`config.mk`:
```
export PLATFORM = sky130hd
export DESIGN_NAME = sram_mem_controller
export DESIGN_NICKNAME = d
export VERILOG_FILES = /design/src/rtl/arm_mem_pkg.sv /design/src/rtl/sram_wait_counter.sv /design/src/rtl/sram_mem_controller.sv
export SDC_FILE = /design/constraint.sdc
export NUM_CORES = 1
export LEC_CHECK = 0
export CAP_MARGIN = 20
export CORE_MARGIN = 5
export CORE_UTILIZATION = 41
export DETAILED_ROUTE_END_ITERATION = 7
export PLACE_DENSITY = 0.76
export SYNTH_ARGS = -nofsm -noshare
export SYNTH_HDL_FRONTEND = slang
export SYNTH_SLANG_ARGS = --single-unit
```
`constraint.sdc`:
```
create_clock -name clk -period 3.05 [get_ports clk]
set_clock_uncertainty 0.2 [all_clocks]
set_input_delay 0.305 -clock clk [delete_from_list [all_inputs] [get_ports clk]]
set_output_delay 0.305 -clock clk [all_outputs]
set_load 0.01 [all_outputs]
```
`src/rtl/arm_mem_pkg.sv`:
```
// Shared definitions for the MEM-stage SRAM controller.
//   state_t   : access sequencer states
//   SRAM_DW   : SRAM data width (half-word)
//   SRAM_AW   : SRAM half-word address width
//   BASE_ADDR : default byte address mapped to SRAM word 0
package arm_mem_pkg;

  typedef enum logic [1:0] {
    IDLE  = 2'd0,
    PH_LO = 2'd1,
    PH_HI = 2'd2,
    DONE  = 2'd3
  } state_t;

  localparam int          SRAM_DW   = 16;
  localparam int          SRAM_AW   = 18;
  localparam logic [31:0] BASE_ADDR = 32'd1024;

endpackage

```
`src/rtl/sram_wait_counter.sv`:
```
// Per-phase wait counter for the SRAM controller.
//   clk, rst : clock, asynchronous active-high reset
//   clr      : restart count from zero (wins over en)
//   en       : count this cycle
//   tc       : high on the last cycle of a WAIT_CYCLES-long phase
module sram_wait_counter #(
  parameter int WAIT_CYCLES = 3
) (
  input  logic clk,
  input  logic rst,
  input  logic clr,
  input  logic en,
  output logic tc
);

  localparam int CW = $clog2(WAIT_CYCLES + 1);

  logic [CW-1:0] cnt;

  always_ff @(posedge clk or posedge rst) begin
    if (rst)      cnt <= '0;
    else if (clr) cnt <= '0;
    else if (en)  cnt <= cnt + CW'(1);
  end

  assign tc = en && (cnt == CW'(WAIT_CYCLES - 1));

endmodule

```
`src/rtl/sram_mem_controller.sv`:
```
// MEM-stage data memory controller for a 16-bit asynchronous SRAM.
// Each 32-bit load/store runs as two half-word phases (low, then high),
// each held WAIT_CYCLES cycles; ready freezes the pipeline meanwhile.
//   clk, rst     : clock, asynchronous active-high reset
//   wr_en, rd_en : store / load request from MEM stage
//   address      : byte address (ALU result)
//   write_data   : store value
//   read_data    : load result (holds until the next read completes)
//   ready        : 1 = no access pending or access finishing this cycle
//   sram_addr    : SRAM half-word address
//   sram_we_n    : SRAM write strobe, active low
//   sram_dq_out  : data driven to SRAM, sram_dq_oe enables the driver
//   sram_dq_in   : data read back from SRAM
module sram_mem_controller
  import arm_mem_pkg::*;
#(
  parameter logic [31:0] BASE_ADDR   = arm_mem_pkg::BASE_ADDR,
  parameter int          WAIT_CYCLES = 3,
  parameter int          SRAM_AW     = arm_mem_pkg::SRAM_AW
) (
  input  logic                clk,
  input  logic                rst,
  input  logic                wr_en,
  input  logic                rd_en,
  input  logic [31:0]         address,
  input  logic [31:0]         write_data,
  output logic [31:0]         read_data,
  output logic                ready,
  output logic [SRAM_AW-1:0]  sram_addr,
  output logic                sram_we_n,
  output logic [SRAM_DW-1:0]  sram_dq_out,
  output logic                sram_dq_oe,
  input  logic [SRAM_DW-1:0]  sram_dq_in
);

  localparam int WW = SRAM_AW - 1;

  state_t            state, state_nxt;
  logic              req, accept, in_phase;
  logic              cnt_clr, cnt_en, tc;
  logic [WW-1:0]     word_q, word_in;
  logic [31:0]       data_q;
  logic              op_wr_q;
  logic [SRAM_DW-1:0] rd_lo_q;

  assign req    = rd_en | wr_en;
  assign accept = (state == IDLE) && req;

  // Byte offset from the SRAM window, dropped to a 32-bit word index;
  // out-of-window addresses simply wrap.
  assign word_in = WW'((address - BASE_ADDR) >> 2);

  sram_wait_counter #(.WAIT_CYCLES(WAIT_CYCLES)) u_wait_counter (
    .clk (clk),
    .rst (rst),
    .clr (cnt_clr),
    .en  (cnt_en),
    .tc  (tc)
  );

  always_ff @(posedge clk or posedge rst) begin
    if (rst) state <= IDLE;
    else     state <= state_nxt;
  end

  // Counter is cleared on every phase entry so each phase gets a full wait.
  always_comb begin
    state_nxt = state;
    cnt_clr   = 1'b0;
    cnt_en    = 1'b0;
    case (state)
      IDLE: begin
        cnt_clr = 1'b1;
        if (req) state_nxt = PH_LO;
      end
      PH_LO: begin
        cnt_en = 1'b1;
        if (tc) begin
          state_nxt = PH_HI;
          cnt_clr   = 1'b1;
        end
      end
      PH_HI: begin
        cnt_en = 1'b1;
        if (tc) begin
          state_nxt = DONE;
          cnt_clr   = 1'b1;
        end
      end
      default: begin
        cnt_clr   = 1'b1;
        state_nxt = IDLE;
      end
    endcase
  end

  // Request latches; a simultaneous rd_en/wr_en is treated as a write.
  // The low read half is staged so read_data only changes on completion.
  always_ff @(posedge clk or posedge rst) begin
    if (rst) begin
      word_q    <= '0;
      data_q    <= '0;
      op_wr_q   <= 1'b0;
      rd_lo_q   <= '0;
      read_data <= '0;
    end else begin
      if (accept) begin
        word_q  <= word_in;
        data_q  <= write_data;
        op_wr_q <= wr_en;
      end
      if ((state == PH_LO) && tc && !op_wr_q)
        rd_lo_q <= sram_dq_in;
      if ((state == PH_HI) && tc && !op_wr_q)
        read_data <= {sram_dq_in, rd_lo_q};
    end
  end

  assign in_phase = (state == PH_LO) || (state == PH_HI);

  always_comb begin
    sram_addr   = '0;
    sram_dq_out = '0;
    case (state)
      PH_LO: begin
        sram_addr = {word_q, 1'b0};
        if (op_wr_q) sram_dq_out = data_q[15:0];
      end
      PH_HI: begin
        sram_addr = {word_q, 1'b1};
        if (op_wr_q) sram_dq_out = data_q[31:16];
      end
      default: ;
    endcase
  end

  assign sram_we_n  = ~(op_wr_q && in_phase);
  assign sram_dq_oe = op_wr_q && in_phase;
  assign ready      = ((state == IDLE) && !req) || (state == DONE);

endmodule

```
### Yosys cells after proc, flatten, opt, wreduce, memory -nomap -nowiden

Index checks and enable logic that the tools add are counted.
Widths: inputs -> output; s select.

| storage, ports and cells | value |
|---|---|
| memory bits (writable) | 0 |
| register bits | 102 |
| output and inout bits | 69 |
| bits of input ports | 84 |
| latch bits | 0 |
| memory bits (read-only) | 0 |
| memories | 0 |

| operators by class | value |
|---|---|
| div/mod/pow operators | 0 |
| shift operators | 0 |
| mux-type cells | 13 |
| equal/unequal tests | 7 |
| reductions and logical operators | 16 |
| $mul | 0 |
| $lt $le $gt $ge | 0 |
| $add $sub $neg | 2 |
| bitwise logic cells | 2 |

Operators with widths:

| cell | count |
|---|---|
| $pmux 18 s2 | 1 |
| $mux 16 | 2 |
| $pmux 16 s2 | 1 |
| $sub 19x11->19 const B | 1 |
| $mux 2 | 5 |
| $logic_and 1x1->1 | 8 |
| $eq 2x2->1 const B | 3 |
| $ne 2x2->1 const B | 3 |
| $pmux 2 s3 | 1 |
| $mux 1 | 3 |
| $reduce_and 3->1 | 1 |
| $add 2x1->2 const B | 1 |
| $eq 2x1->1 const B | 1 |
| $logic_not 1->1 | 2 |
| $logic_not 2->1 | 1 |
| $logic_or 1x1->1 | 2 |
| $reduce_bool 2->1 | 1 |
| $reduce_or 2->1 | 1 |
| $not 1->1 | 1 |
| $or 1x1->1 | 1 |

### Logic depth before layout (Yosys ltp)

Gate-level depths: netlist of run 1.

| logic depth | value |
|---|---|
| word-level depth | 7 |
| depth in mapped cells | 7 |
| gate-level depth less buffers | 5 |

### Hierarchy

A second synthesis of run 1 with hierarchy kept.

| unflattened totals | value |
|---|---|
| cells, all modules | 413 |
| area total of the unflattened synthesis | 4376.7 um^2 |

By module, submodules not included:

| module | times used | sequential area each (um^2) | area each (um^2) | cells each |
|---|---|---|---|---|
| sram_mem_controller | 1 | 2502.4 | 4275.4 | 403 |
| sram_wait_counter | 1 | 50.0 | 101.3 | 10 |

### Worst setup path after synthesis of run 1

OpenSTA, ideal clock, no wires.

| timing path | value |
|---|---|
| path kind | register -> register |
| start | register state[0] |
| end | register rd_lo_q[0] |
| arrival | 1.741 ns |
| period minus slack after synthesis | 2.065 ns |
| slack | 0.985 ns |
| stages on the path, launching flop included | 7 |
| required time | 2.725 ns |
| cells stage by stage | dfrtp_1 inv_1 ha_1 and3b_1 nand2_1 buf_2 mux2_2 |

| between the ends | value |
|---|---|
| cells in the longest elaborated chain, start to end | 6 |

Ends and longest elaborated chain:

| what | RTL line | RTL |
|---|---|---|
| start, declared | sram_mem_controller.sv:38 | `state_t state, state_nxt;` |
| start signal, assigned | sram_mem_controller.sv:63 | `else state <= state_nxt;` |
| $eq 2x1->1 or $eq 2x2->1 (tied branches) | sram_mem_controller.sv:71, sram_mem_controller.sv:112 |  |
| $reduce_or 2->1 (no source line) | - |  |
| $mux 1 | sram_mem_controller.sv:71 | `case (state)` |
| $logic_and 1x1->1 | sram_wait_counter.sv:26 | `assign tc = en && (cnt == CW'(WAIT_CYCLES - 1));` |
| $logic_and 1x1->1 * (2 in series) | sram_mem_controller.sv:112 | `if ((state == PH_LO) && tc && !op_wr_q)` |
| end signal, assigned | sram_mem_controller.sv:113 | `rd_lo_q <= sram_dq_in;` |
| end, declared | sram_mem_controller.sv:44 | `logic [SRAM_DW-1:0] rd_lo_q;` |

Mark *: on every way between the ends. The rest lies on a longest branch, timed or not.
A chain may end at the register's enable or synchronous reset.

### Worst setup path in the final report of run 1

| timing path | value |
|---|---|
| start | register state[1] |
| end | output port sram_dq_out[1] |

| between the ends | value |
|---|---|
| cells in the longest elaborated chain, start to end | 2 |

Ends and longest elaborated chain:

| what | RTL line | RTL |
|---|---|---|
| $eq 2x2->1 or $eq 2x1->1 (tied branches) | sram_mem_controller.sv:124 | `case (state)` |
| $pmux 16 s2 * | sram_mem_controller.sv:124 |  |
| end, declared | sram_mem_controller.sv:31 | `output logic [SRAM_DW-1:0] sram_dq_out,` |

Marks and branches as above.

==> summary.txt, run 1 <==
Run status
  – Result of the run: complete, no violations

STA
  – Final critical path time including I/O delays and setup: 2.84 ns
  – Unrepaired setup endpoints after global routing: false
  – Worst Max-Slew Pin Slew: between 0.8 and 0.9 ns
  – Fin. Hold Viols: 0
  – Highest achievable clock rate: ~0.35 GHz
  – Final Max Slew Viols: 0
  – Setup Total Neg Slack: 0 ns
  – Number of endpoints failing setup at the final stage: 0
  – Worst max-slew margin expressed relative to the limit: around 44%
  – Final cycle utilization of the critical path: approximately 93%

Die
  – Chip Height: 113 um
  – Ports: 153
  – Horiz. Die Dim: approximately 110 um
  – Initial Util: 42.2%
  – Total core area: 10300 um2
  – Number of placement rows: 37
  – Overall die area: 12800 um2

Logic synthesis
  – Number of synthesized flops with an enable pin: 0
  – Ys Warns: 0
  – Dominant combinational cell family by area after synthesis: simple AND/OR/NAND/NOR gates
  – Syn avg cell area: 10.6 um2
  – Portion of netlist area occupied by mux cells: 12.9%
  – Top cells by area in the synthesized netlist: sky130_fd_sc_hd__dfrtp_1 (59%), sky130_fd_sc_hd__mux2_2 (13%), sky130_fd_sc_hd__nand2_1 (11%), sky130_fd_sc_hd__a22oi_1 (2.8%), sky130_fd_sc_hd__and2_1 (2.4%)
  – Synthesized instance count: 409
  – Leading cell types by count after synthesis: sky130_fd_sc_hd__nand2_1 (131), sky130_fd_sc_hd__dfrtp_1 (102), sky130_fd_sc_hd__mux2_2 (49)
  – XOR/XNOR Fraction of Synth Area: 0.201%
  – Yosys top cell area share: 58.6%
  – Share of the synthesized area in compound gates (AO/OA/AOI/OAI): 5.57%
  – Leading cell type by number of instances after synthesis: sky130_fd_sc_hd__nand2_1
  – Synthesized-area fraction occupied by adder cells: between 2 and 2.5%
  – Fraction of the mapped netlist area in simple logic gates: a little under a fifth
  – Post-synthesis register bit count: just over 100
  – Net count after synthesis: 500
  – Commonest register cell after synthesis: sky130_fd_sc_hd__dfrtp_1
  – Share of async-settable or async-resettable flops after synthesis: 100%
  – Area of the mapped netlist: between 4000 and 5000 um2
  – Unique cell type count in the Yosys netlist: 31
  – Largest area contributor in the netlist: sky130_fd_sc_hd__dfrtp_1
  – Share of the yosys chip area belonging to registers: 58.6%

Routing
  – Wire per inst: 15.2 um
  – Antenna violation net count after detailed routing: 0
  – DRC errors left: 0
  – Final WL: 10400 um
  – Routed via count: 3339
  – Detailed-routing iteration count for the pre-antenna-repair pass: 5
  – Violation count after the first detailed-route iteration: between 100 and 150
  – Vias per std cell: 4.88

Place
  – Detailed placer's ending HPWL: between 7000 and 8000 um
  – Weighted congestion at the end of routability-driven global placement: about 0.8
  – Count of port buffers added during placement: 137

Setup path
  – Category of the worst setup path launch point: flip-flop
  – Category of the most critical setup path: flip-flop to output pin
  – Critical path endpoint category: output pin
  – Data arrival time at the worst-slack endpoint: ~2.3 ns
  – Required time at the worst-slack endpoint: 2.54 ns
  – Setup slack on the worst flop-to-flop path: 0.77 ns
  – Worst-path maximum fanout: 18

Finish
  – Fillers: 894
  – Register cell area after layout: 2550 um2
  – Footprint of the multi-input gates: about 1700 um2
  – Layout net count: 635
  – Share of final-layout standard cells stronger than drive strength 1: 14.6%
  – Area growth from synthesis to layout: 40.6%
  – Number of diodes added for antenna fixing: 0

Clock network
  – Worst skew pair latency: 0.35 ns
  – Largest buffer count on any clock path: 2
  – Number of hold buffers added after cts: 0
  – Maximum level of the CTS H-tree: 3
  – Root buffer selected by CTS: sky130_fd_sc_hd__clkbuf_8
  – Number of post-CTS setup repair buffers: 0
  – Inserted Clock Buffers: 9
  – Clock sink total: approximately 100
  – CTS tree: built
  – Resized Gates After CTS: 1
  – Clock-pin slew reported for the worst setup and hold paths after clock tree synthesis: 0.09 ns

GRT
  – Overflow after GRT: 0
  – Initial antenna violation count: 0
  – Maximum number of pins on one net before global-route repair: 58
  – First-pass GRT wire length: around 17000 um
  – Number of global-route vias before repair: 3476
  – Aggregate global-route resource usage: 16.7%

Job
  – Number of max-cap violations: 0

Pwr
  – Maximum VDD drop: 0.409 mV
  – Net load switching power: 0.00207 W
  – P_int: roughly 0.0040 W
  – Sequential cell fraction of total power: 39.1%
  – Overall Power: between 0.006 and 0.007 W
  – Reported leakage power: 2.74 nW
  – Fraction of power consumed by combinational cells: approximately 45%
  – Total power per unit cell area: 992 nW/um2
  – Relative contribution of the clock network to total power: 16.2%
  – Switching share of power: between 30% and 40%

Worst hold path
  – Hold Crit Class: flip-flop to flip-flop
[critical path, cell delays in order, from the launching register on]
cell                              delay (ns)
sky130_fd_sc_hd__dfrtp_1                0.43
sky130_fd_sc_hd__inv_1                  0.09
sky130_fd_sc_hd__ha_1                   0.39
sky130_fd_sc_hd__nand2_2                0.27
sky130_fd_sc_hd__nor2_1                 0.24
sky130_fd_sc_hd__clkdlybuf4s50_1        0.56
[final cells by class]
cell class,instances,area share [%]
clock buffers,9,2.02
clock inverters,6,1.78
inverters,7,0.490
multi-input cells,279,27.9
flip-flops and latches,102,41.7
well taps,136,2.78
repair buffers,145,23.4
[layer usage]
metal  wire length (um)  GRT usage (%)
met5                  0              0
met4                168           4.73
met3                605           4.49
met2               5040           27.3
met1               4570           22.0
[registers in the layout, summed over array words and instances, names as in the netlist]
| name | cells |
|---|---|
| word_q | 17 |
| read_data | 32 |
| op_wr_q | 1 |
| u_wait_counter.cnt | 2 |
| rd_lo_q | 16 |
| data_q | 32 |
| state | 2 |
[metrics by stage]
step	cells	util, %	setup WS [ns]	hold slack (ns)	area (um2)
final	684	59.3	0.211	0.226	6120
after detailed placement	669	57.0	0.361	0.217	5890
after CTS	684	59.3	0.0215	0.229	6120
after global routing	684	59.3	0.0437	0.252	6120
after floorplan	409	-	0.985	0.202	4360
after global placement	669	57.0	0.443	0.214	5890
[final timing paths]
| path | cells past startpoint | startpoint | to |
|---|---|---|---|
| min reg2reg | 1 | u_wait_counter.cnt[0] | u_wait_counter.cnt[0] |
| max | 5 | state[1] | sram_dq_out[1] |
| max in group asynchronous | 3 | rst | data_q[31] |
| max reg2reg | 6 | state[0] | word_q[0] |
| min in group asynchronous | 3 | rst | read_data[11] |
| min | 1 | u_wait_counter.cnt[0] | u_wait_counter.cnt[0] |
[logic make-up (layout without fill, tap and decap cells)]
family	count (synthesis)	in the layout
AND/OR/NAND/NOR	186	186
flip-flops	102	102
multiplexers	50	50
AO/OA/AOI/OAI	35	35
buffers and inverters	28	167
adder cells (fa/ha/maj)	7	7
XOR/XNOR	1	1
[placed cells by master, fill, tap and decap left out, types with 4 or more instances in the layout]
| cell | n |
|---|---|
| sky130_fd_sc_hd__ha_1 | 7 |
| sky130_fd_sc_hd__inv_1 | 6 |
| sky130_fd_sc_hd__a22oi_1 | 16 |
| sky130_fd_sc_hd__a31oi_1 | 5 |
| sky130_fd_sc_hd__nor2_1 | 24 |
| sky130_fd_sc_hd__buf_4 | 8 |
| sky130_fd_sc_hd__nand2_1 | 130 |
| sky130_fd_sc_hd__and2_1 | 17 |
| sky130_fd_sc_hd__o21ai_0 | 4 |
| sky130_fd_sc_hd__clkbuf_8 | 9 |
| sky130_fd_sc_hd__dfrtp_1 | 102 |
| sky130_fd_sc_hd__clkdlybuf4s50_1 | 137 |
| sky130_fd_sc_hd__mux2_2 | 49 |
[power groups by stage]
stage	clock network [W]	registers, W	logic, W
CTS	0.00102	0.00239	0.00276
detailed placement	0	0.00241	0.00275
global route	0.00107	0.00247	0.00299
floorplan	0	0.00242	0.00140
global placement	0	0.00236	0.00266
finish	0.000985	0.00238	0.00271
(Power assumes the default switching activity.)
==> run 2, diff against run 1 <==
--- a/config.mk
+++ b/config.mk
@@ -6,10 +6,12 @@
 export NUM_CORES = 1
 export LEC_CHECK = 0
 export CAP_MARGIN = 20
+export CELL_PAD_IN_SITES_DETAIL_PLACEMENT = 0
+export CELL_PAD_IN_SITES_GLOBAL_PLACEMENT = 1
 export CORE_MARGIN = 5
-export CORE_UTILIZATION = 41
+export CORE_UTILIZATION = 30
 export DETAILED_ROUTE_END_ITERATION = 7
-export PLACE_DENSITY = 0.76
+export PLACE_DENSITY = 0.74
 export SYNTH_ARGS = -nofsm -noshare
 export SYNTH_HDL_FRONTEND = slang
 export SYNTH_SLANG_ARGS = --single-unit
==> run 2 against run 1 <==
Effect of this change: register-to-register slack worse by 0.07 ns; via count is 1.3% lower; hold slack worse by 0.0034 ns; combinational power is 1% higher; cell count is 7.0% higher; sequential cell count stayed put; clock-buffer cell count stayed put; critical path type unchanged.
==> summary.txt, run 2 (synthesized netlist as in run 1, its figures left out) <==
STA
  – Highest achievable clock rate: 0.356 GHz
  – Min Hold Slack: 0.222 ns
  – Unrepaired setup endpoints after global routing: false
  – Final Max Slew Viols: 0
  – Final cycle utilization of the critical path: 92.1%
  – Number of endpoints failing setup at the final stage: 0
  – Setup Total Neg Slack: 0 ns
  – Worst Max-Slew Pin Slew: 0.715 ns
  – Final critical path time including I/O delays and setup: ~2.8 ns
  – Fin. Hold Viols: 0
  – Worst max-slew margin expressed relative to the limit: 52.2%

GRT
  – Maximum number of pins on one net before global-route repair: 103
  – Number of global-route vias before repair: 3502
  – First-pass GRT wire length: ~17000 um
  – Overflow after GRT: 0
  – Initial antenna violation count: 0
  – Aggregate global-route resource usage: 12.8%

Clock network
  – Worst skew pair latency: 0.34 ns
  – Largest buffer count on any clock path: 2
  – CTS tree: built
  – Inserted Clock Buffers: 9
  – Number of hold buffers added after cts: 0
  – Clock sink total: 102
  – Clock-pin slew reported for the worst setup and hold paths after clock tree synthesis: 0.07 ns
  – Root buffer selected by CTS: sky130_fd_sc_hd__clkbuf_16
  – Maximum level of the CTS H-tree: 3

Routing
  – Vias per std cell: approximately 4.5
  – Antenna violation net count after detailed routing: 0
  – Routed via count: about 3300
  – Violation count after the first detailed-route iteration: 170
  – DRC errors left: 0
  – Wire per inst: 14.6 um
  – Final WL: about 11000 um
  – Detailed-routing iteration count for the pre-antenna-repair pass: 4

Job
  – Number of max-cap violations: 0

Pwr
  – Overall Power: 0.00624 W
  – Reported leakage power: 2.78 nW
  – Maximum VDD drop: 0.328 mV
  – Total power per unit cell area: ~1000 nW/um2

Setup path
  – Buffer and inverter count on the worst path: 2
  – Cell type group with the largest total delay on the critical path: buffers and inverters
  – Delay contributed by the slowest stage of the critical path: 0.57 ns
  – Worst-path maximum fanout: 18
  – Slowest stage cell, crit path: sky130_fd_sc_hd__clkdlybuf4s50_1
  – Category of the most critical setup path: flip-flop to output pin
  – Required time at the worst-slack endpoint: 2.54 ns
  – Category of the worst setup path launch point: flip-flop
  – Setup slack on the worst flop-to-flop path: around 0.7 ns
  – Critical path endpoint category: output pin
  – Worst-path cell chain: inv_1, ha_1, nand2_2, nor2_1, clkdlybuf4s50_1
  – Data arrival time at the worst-slack endpoint: 2.30 ns

Finish
  – Area growth from synthesis to layout: 43.9%
  – Commonest cells after routing, fill and taps aside: sky130_fd_sc_hd__clkdlybuf4s50_1 (137), sky130_fd_sc_hd__nand2_1 (130), sky130_fd_sc_hd__dfrtp_1 (102)
  – Layout net count: 634
  – Final design instance area without fill: 6270 um2
  – Number of diodes added for antenna fixing: 0
  – Share of final-layout standard cells stronger than drive strength 1: approximately 15%
  – Most common cell after layout, fill and taps aside: sky130_fd_sc_hd__clkdlybuf4s50_1
  – Largest registers: data_q (32), read_data (32), word_q (17)
  – Final cell count without fillers: 732

Die
  – Horiz. Die Dim: roughly 130 um
  – Ports: about 150
  – Number of placement rows: 44
  – Total core area: 14400 um2
  – Initial Util: 30.3%
  – Chip Height: ~130 um
  – Overall die area: 17000 um2

Place
  – Placed Area: 5960 um2
  – Count of port buffers added during placement: 137
  – Placed cell count: 716
  – Weighted congestion at the end of routability-driven global placement: 0.766
  – Detailed placer's ending HPWL: ~7600 um

Run status
  – Result of the run: complete, no violations

Worst hold path
  – Hold Crit Class: flip-flop to flip-flop
==> run 2: cell type report <==
cell class	instances	area (um2)
fillers	1360	8100
flip-flops and latches	102	2550
multi-input cells	279	1710
repair buffers	144	1450
well taps	184	230
clock buffers	9	225
clock inverters	7	73.8
inverters	7	30.0
==> run 2: repair_timing <==
action,in CTS,in global routing
resized for setup,1,1
setup endpoints to repair,9,17
buffers inserted,0,0
==> run 2: path summary, 6_finish.rpt <==
check / startpoint / end / cells past startpoint
max in group asynchronous: rst / read_data[22] / 3
setup reg to reg: state[1] / rd_lo_q[12] / 5
min in group asynchronous: rst / word_q[5] / 3
hold reg to reg: u_wait_counter.cnt[0] / u_wait_counter.cnt[0] / 1
setup / recovery: state[1] / sram_dq_out[15] / 5
hold / removal: u_wait_counter.cnt[0] / u_wait_counter.cnt[0] / 1
==> run 2: worst reg2reg max path, cell delays in order, from the launching register on <==
cell and delay, ns:
sky130_fd_sc_hd__dfrtp_1 0.42, sky130_fd_sc_hd__inv_1 0.09, sky130_fd_sc_hd__ha_1 0.35, sky130_fd_sc_hd__and3b_1 0.23, sky130_fd_sc_hd__nand2_1 0.54, sky130_fd_sc_hd__mux2_2 0.42
==> run 2: per-layer routing <==
layer  track usage [%]  routed length, um  vias up
met5                 0                  0        -
met4              4.90                148        0
met3              2.32                659       10
met2              20.2               4830       92
met1              17.7               5030     1570
li1                  -                  -     1624
==> run 2: through the flow <==
step,utilization [%],worst slack [ns]
after floorplan,-,0.985
after global placement,41.5,0.355
after detailed placement,41.5,0.344
after CTS,43.6,0.0262
after global routing,43.6,0.0729
final,43.6,0.240
==> run 2: where the power goes <==
group | switching [W] | internal, W
clock network | 0.000552 | 0.000583
logic | 0.00129 | 0.00146
registers | 0.000330 | 0.00203
==> run 3, diff against run 2 <==
--- a/config.mk
+++ b/config.mk
@@ -11,6 +11,7 @@
 export CORE_MARGIN = 5
 export CORE_UTILIZATION = 30
 export DETAILED_ROUTE_END_ITERATION = 7
+export GPL_TIMING_DRIVEN = 0
 export PLACE_DENSITY = 0.74
 export SYNTH_ARGS = -nofsm -noshare
 export SYNTH_HDL_FRONTEND = slang
==> run 3 against run 2 <==
Effect of this change: hold slack worse by 0.035 ns; clock-buffer cell count did not move; clock power down 4%; power is essentially flat; maximum frequency shrank 2.2%; cell count grew 1.9%; sequential share of layout area decreased by 0.15 points; combinational power about the same; register-to-register slack got worse by 0.04 ns; global-route usage increased by 0.74 points; critical endpoint is now sram_dq_out[6]; largest power group unchanged.
==> summary.txt, run 3 (synthesized netlist as in run 1, its figures left out) <==
Finish
  – Final design utilization: 43.8%
  – Commonest cells after routing, fill and taps aside: sky130_fd_sc_hd__clkdlybuf4s50_1 (137), sky130_fd_sc_hd__nand2_1 (130), sky130_fd_sc_hd__dfrtp_1 (102)
  – Fillers: around 1400
  – Largest registers: data_q (32), read_data (32), word_q (17)
  – Footprint of the multi-input gates: 1700 um2
  – Most common cell after layout, fill and taps aside: sky130_fd_sc_hd__clkdlybuf4s50_1
  – Number of diodes added for antenna fixing: 0
  – Register cell area after layout: ~2600 um2
  – Layout net count: approximately 650
  – Final design instance area without fill: roughly 6300 um2
  – Share of final-layout standard cells stronger than drive strength 1: 14.9%
  – Final cell count without fillers: 746
  – Area growth from synthesis to layout: 44.5%

STA
  – Final cycle utilization of the critical path: 94.2%
  – Unrepaired setup endpoints after global routing: false
  – Worst max-slew margin expressed relative to the limit: 59.6%
  – Setup Total Neg Slack: 0 ns
  – Fin. Hold Viols: 0
  – Final critical path time including I/O delays and setup: roughly 2.9 ns
  – Final Max Slew Viols: 0
  – Worst Max-Slew Pin Slew: 0.605 ns
  – Number of endpoints failing setup at the final stage: 0
  – Highest achievable clock rate: around 0.35 GHz

Pwr
  – Switching share of power: between 30% and 40%
  – Maximum VDD drop: 0.278 mV
  – Relative contribution of the clock network to total power: about 18%
  – Overall Power: ~0.0062 W
  – Sequential cell fraction of total power: 38.2%
  – P_int: 0.00406 W
  – Fraction of power consumed by combinational cells: 44.3%
  – Total power per unit cell area: 992 nW/um2
  – Net load switching power: between 0.002 and 0.0025 W
  – Reported leakage power: approximately 2.8 nW

Worst hold path
  – Hold Crit Class: primary input to async pin

GRT
  – Maximum number of pins on one net before global-route repair: 42
  – Number of global-route vias before repair: between 3000 and 4000
  – Overflow after GRT: 0
  – First-pass GRT wire length: 18200 um
  – Initial antenna violation count: 0
  – Aggregate global-route resource usage: 13.6%

Job
  – Number of max-cap violations: 0

Place
  – Detailed placer's ending HPWL: about 8700 um
  – Count of port buffers added during placement: 137
  – Weighted congestion at the end of routability-driven global placement: 0.760
  – Placed Area: 6000 um2
  – Placed cell count: 732

Setup path
  – Category of the most critical setup path: flip-flop to output pin
  – Worst-path maximum fanout: 10
  – Data arrival time at the worst-slack endpoint: between 2 and 2.5 ns
  – Critical path endpoint category: output pin
  – Required time at the worst-slack endpoint: 2.54 ns
  – Category of the worst setup path launch point: flip-flop

Run status
  – Result of the run: complete, no violations

Die
  – Total core area: 14400 um2
  – Number of placement rows: 44
  – Initial Util: 30.3%
  – Horiz. Die Dim: 130 um
  – Chip Height: about 130 um
  – Ports: between 150 and 200
  – Overall die area: between 15000 and 20000 um2

Routing
  – DRC errors left: 0
  – Antenna violation net count after detailed routing: 0
  – Routed via count: about 3400
  – Violation count after the first detailed-route iteration: about 170
  – Final WL: approximately 11000 um
  – Wire per inst: around 15 um
  – Detailed-routing iteration count for the pre-antenna-repair pass: 5
  – Vias per std cell: 4.56

Clock network
  – CTS tree: built
  – Maximum level of the CTS H-tree: 3
  – Inserted Clock Buffers: 9
  – Clock sink total: a little over 100
  – Clock-pin slew reported for the worst setup and hold paths after clock tree synthesis: 0.07 ns
  – Worst skew pair latency: about 0.34 ns
  – Root buffer selected by CTS: sky130_fd_sc_hd__clkbuf_16
  – Largest buffer count on any clock path: 2
## run 3: cell types whose count changed in the layout (fill, tap and decap cells not counted), sizes merged
cell / previous run / this run
inv: 11 / 8
buf: 7 / 11
clkinv: 2 / 3
clkinvlp: 1 / 3
clkbuf: 9 / 19
## run 3: layout make-up
type | count | area share, %
clock inverter | 7 | 0.935
timing repair buffer | 139 | 22.4
buffer | 19 | 1.37
tap | 184 | 3.66
inverter | 7 | 0.477
sequential | 102 | 40.6
clock buffer | 9 | 3.58
multi-input combinational | 279 | 27.0
## run 3: repair_timing
action,in CTS,in global routing
gates resized for setup,8,2
hold buffers,0,0
setup endpoints to repair,30,20
buffers inserted,0,0
cloned,0,0
## run 3: worst max-delay path: stages, from the launching register on
cell	delay, ns
sky130_fd_sc_hd__dfrtp_1	0.42
sky130_fd_sc_hd__inv_1	0.10
sky130_fd_sc_hd__ha_1	0.39
sky130_fd_sc_hd__nand2_2	0.20
sky130_fd_sc_hd__buf_2	0.24
sky130_fd_sc_hd__nor2_1	0.13
sky130_fd_sc_hd__clkdlybuf4s50_1	0.55
## run 3: worst paths after layout
path                                               to  depth (start not counted)  slack (ns)                  start
worst min register to register  u_wait_counter.cnt[0]                          1        0.23  u_wait_counter.cnt[0]
worst max-delay path                   sram_dq_out[6]                          6        0.18               state[1]
min in group clk                u_wait_counter.cnt[0]                          1        0.23  u_wait_counter.cnt[0]
worst min-delay path                        word_q[6]                          2        0.19                    rst
max in group asynchronous                  data_q[26]                          3        1.86                    rst
worst max register to register             rd_lo_q[4]                          6        0.66               state[1]
## run 3: through the flow
step / setup WS, ns / hold WS, ns
floorplan: 0.985 / 0.202
global placement: -0.00843 / 0.211
detailed placement: -0.0459 / 0.217
CTS: 0.00785 / 0.196
global route: 0.0190 / 0.242
finish: 0.177 / 0.188
## run 3: layer usage
layer | global-route usage, % | vias up | routed length (um)
met3 | 2.76 | 13 | 751
met5 | 0 | - | 0
li1 | - | 1641 | -
met2 | 21.4 | 108 | 5210
met4 | 4.84 | 0 | 176
met1 | 18.6 | 1637 | 5160
## run 3: power groups by stage
stage                     combinational (W)  sequential [W]  clock (W)
after global placement              0.00275         0.00237          0
after floorplan                     0.00140         0.00242          0
after detailed placement            0.00281         0.00241          0
final                               0.00277         0.00238    0.00109
after CTS                           0.00284         0.00239    0.00112
after global routing                0.00306         0.00248    0.00118
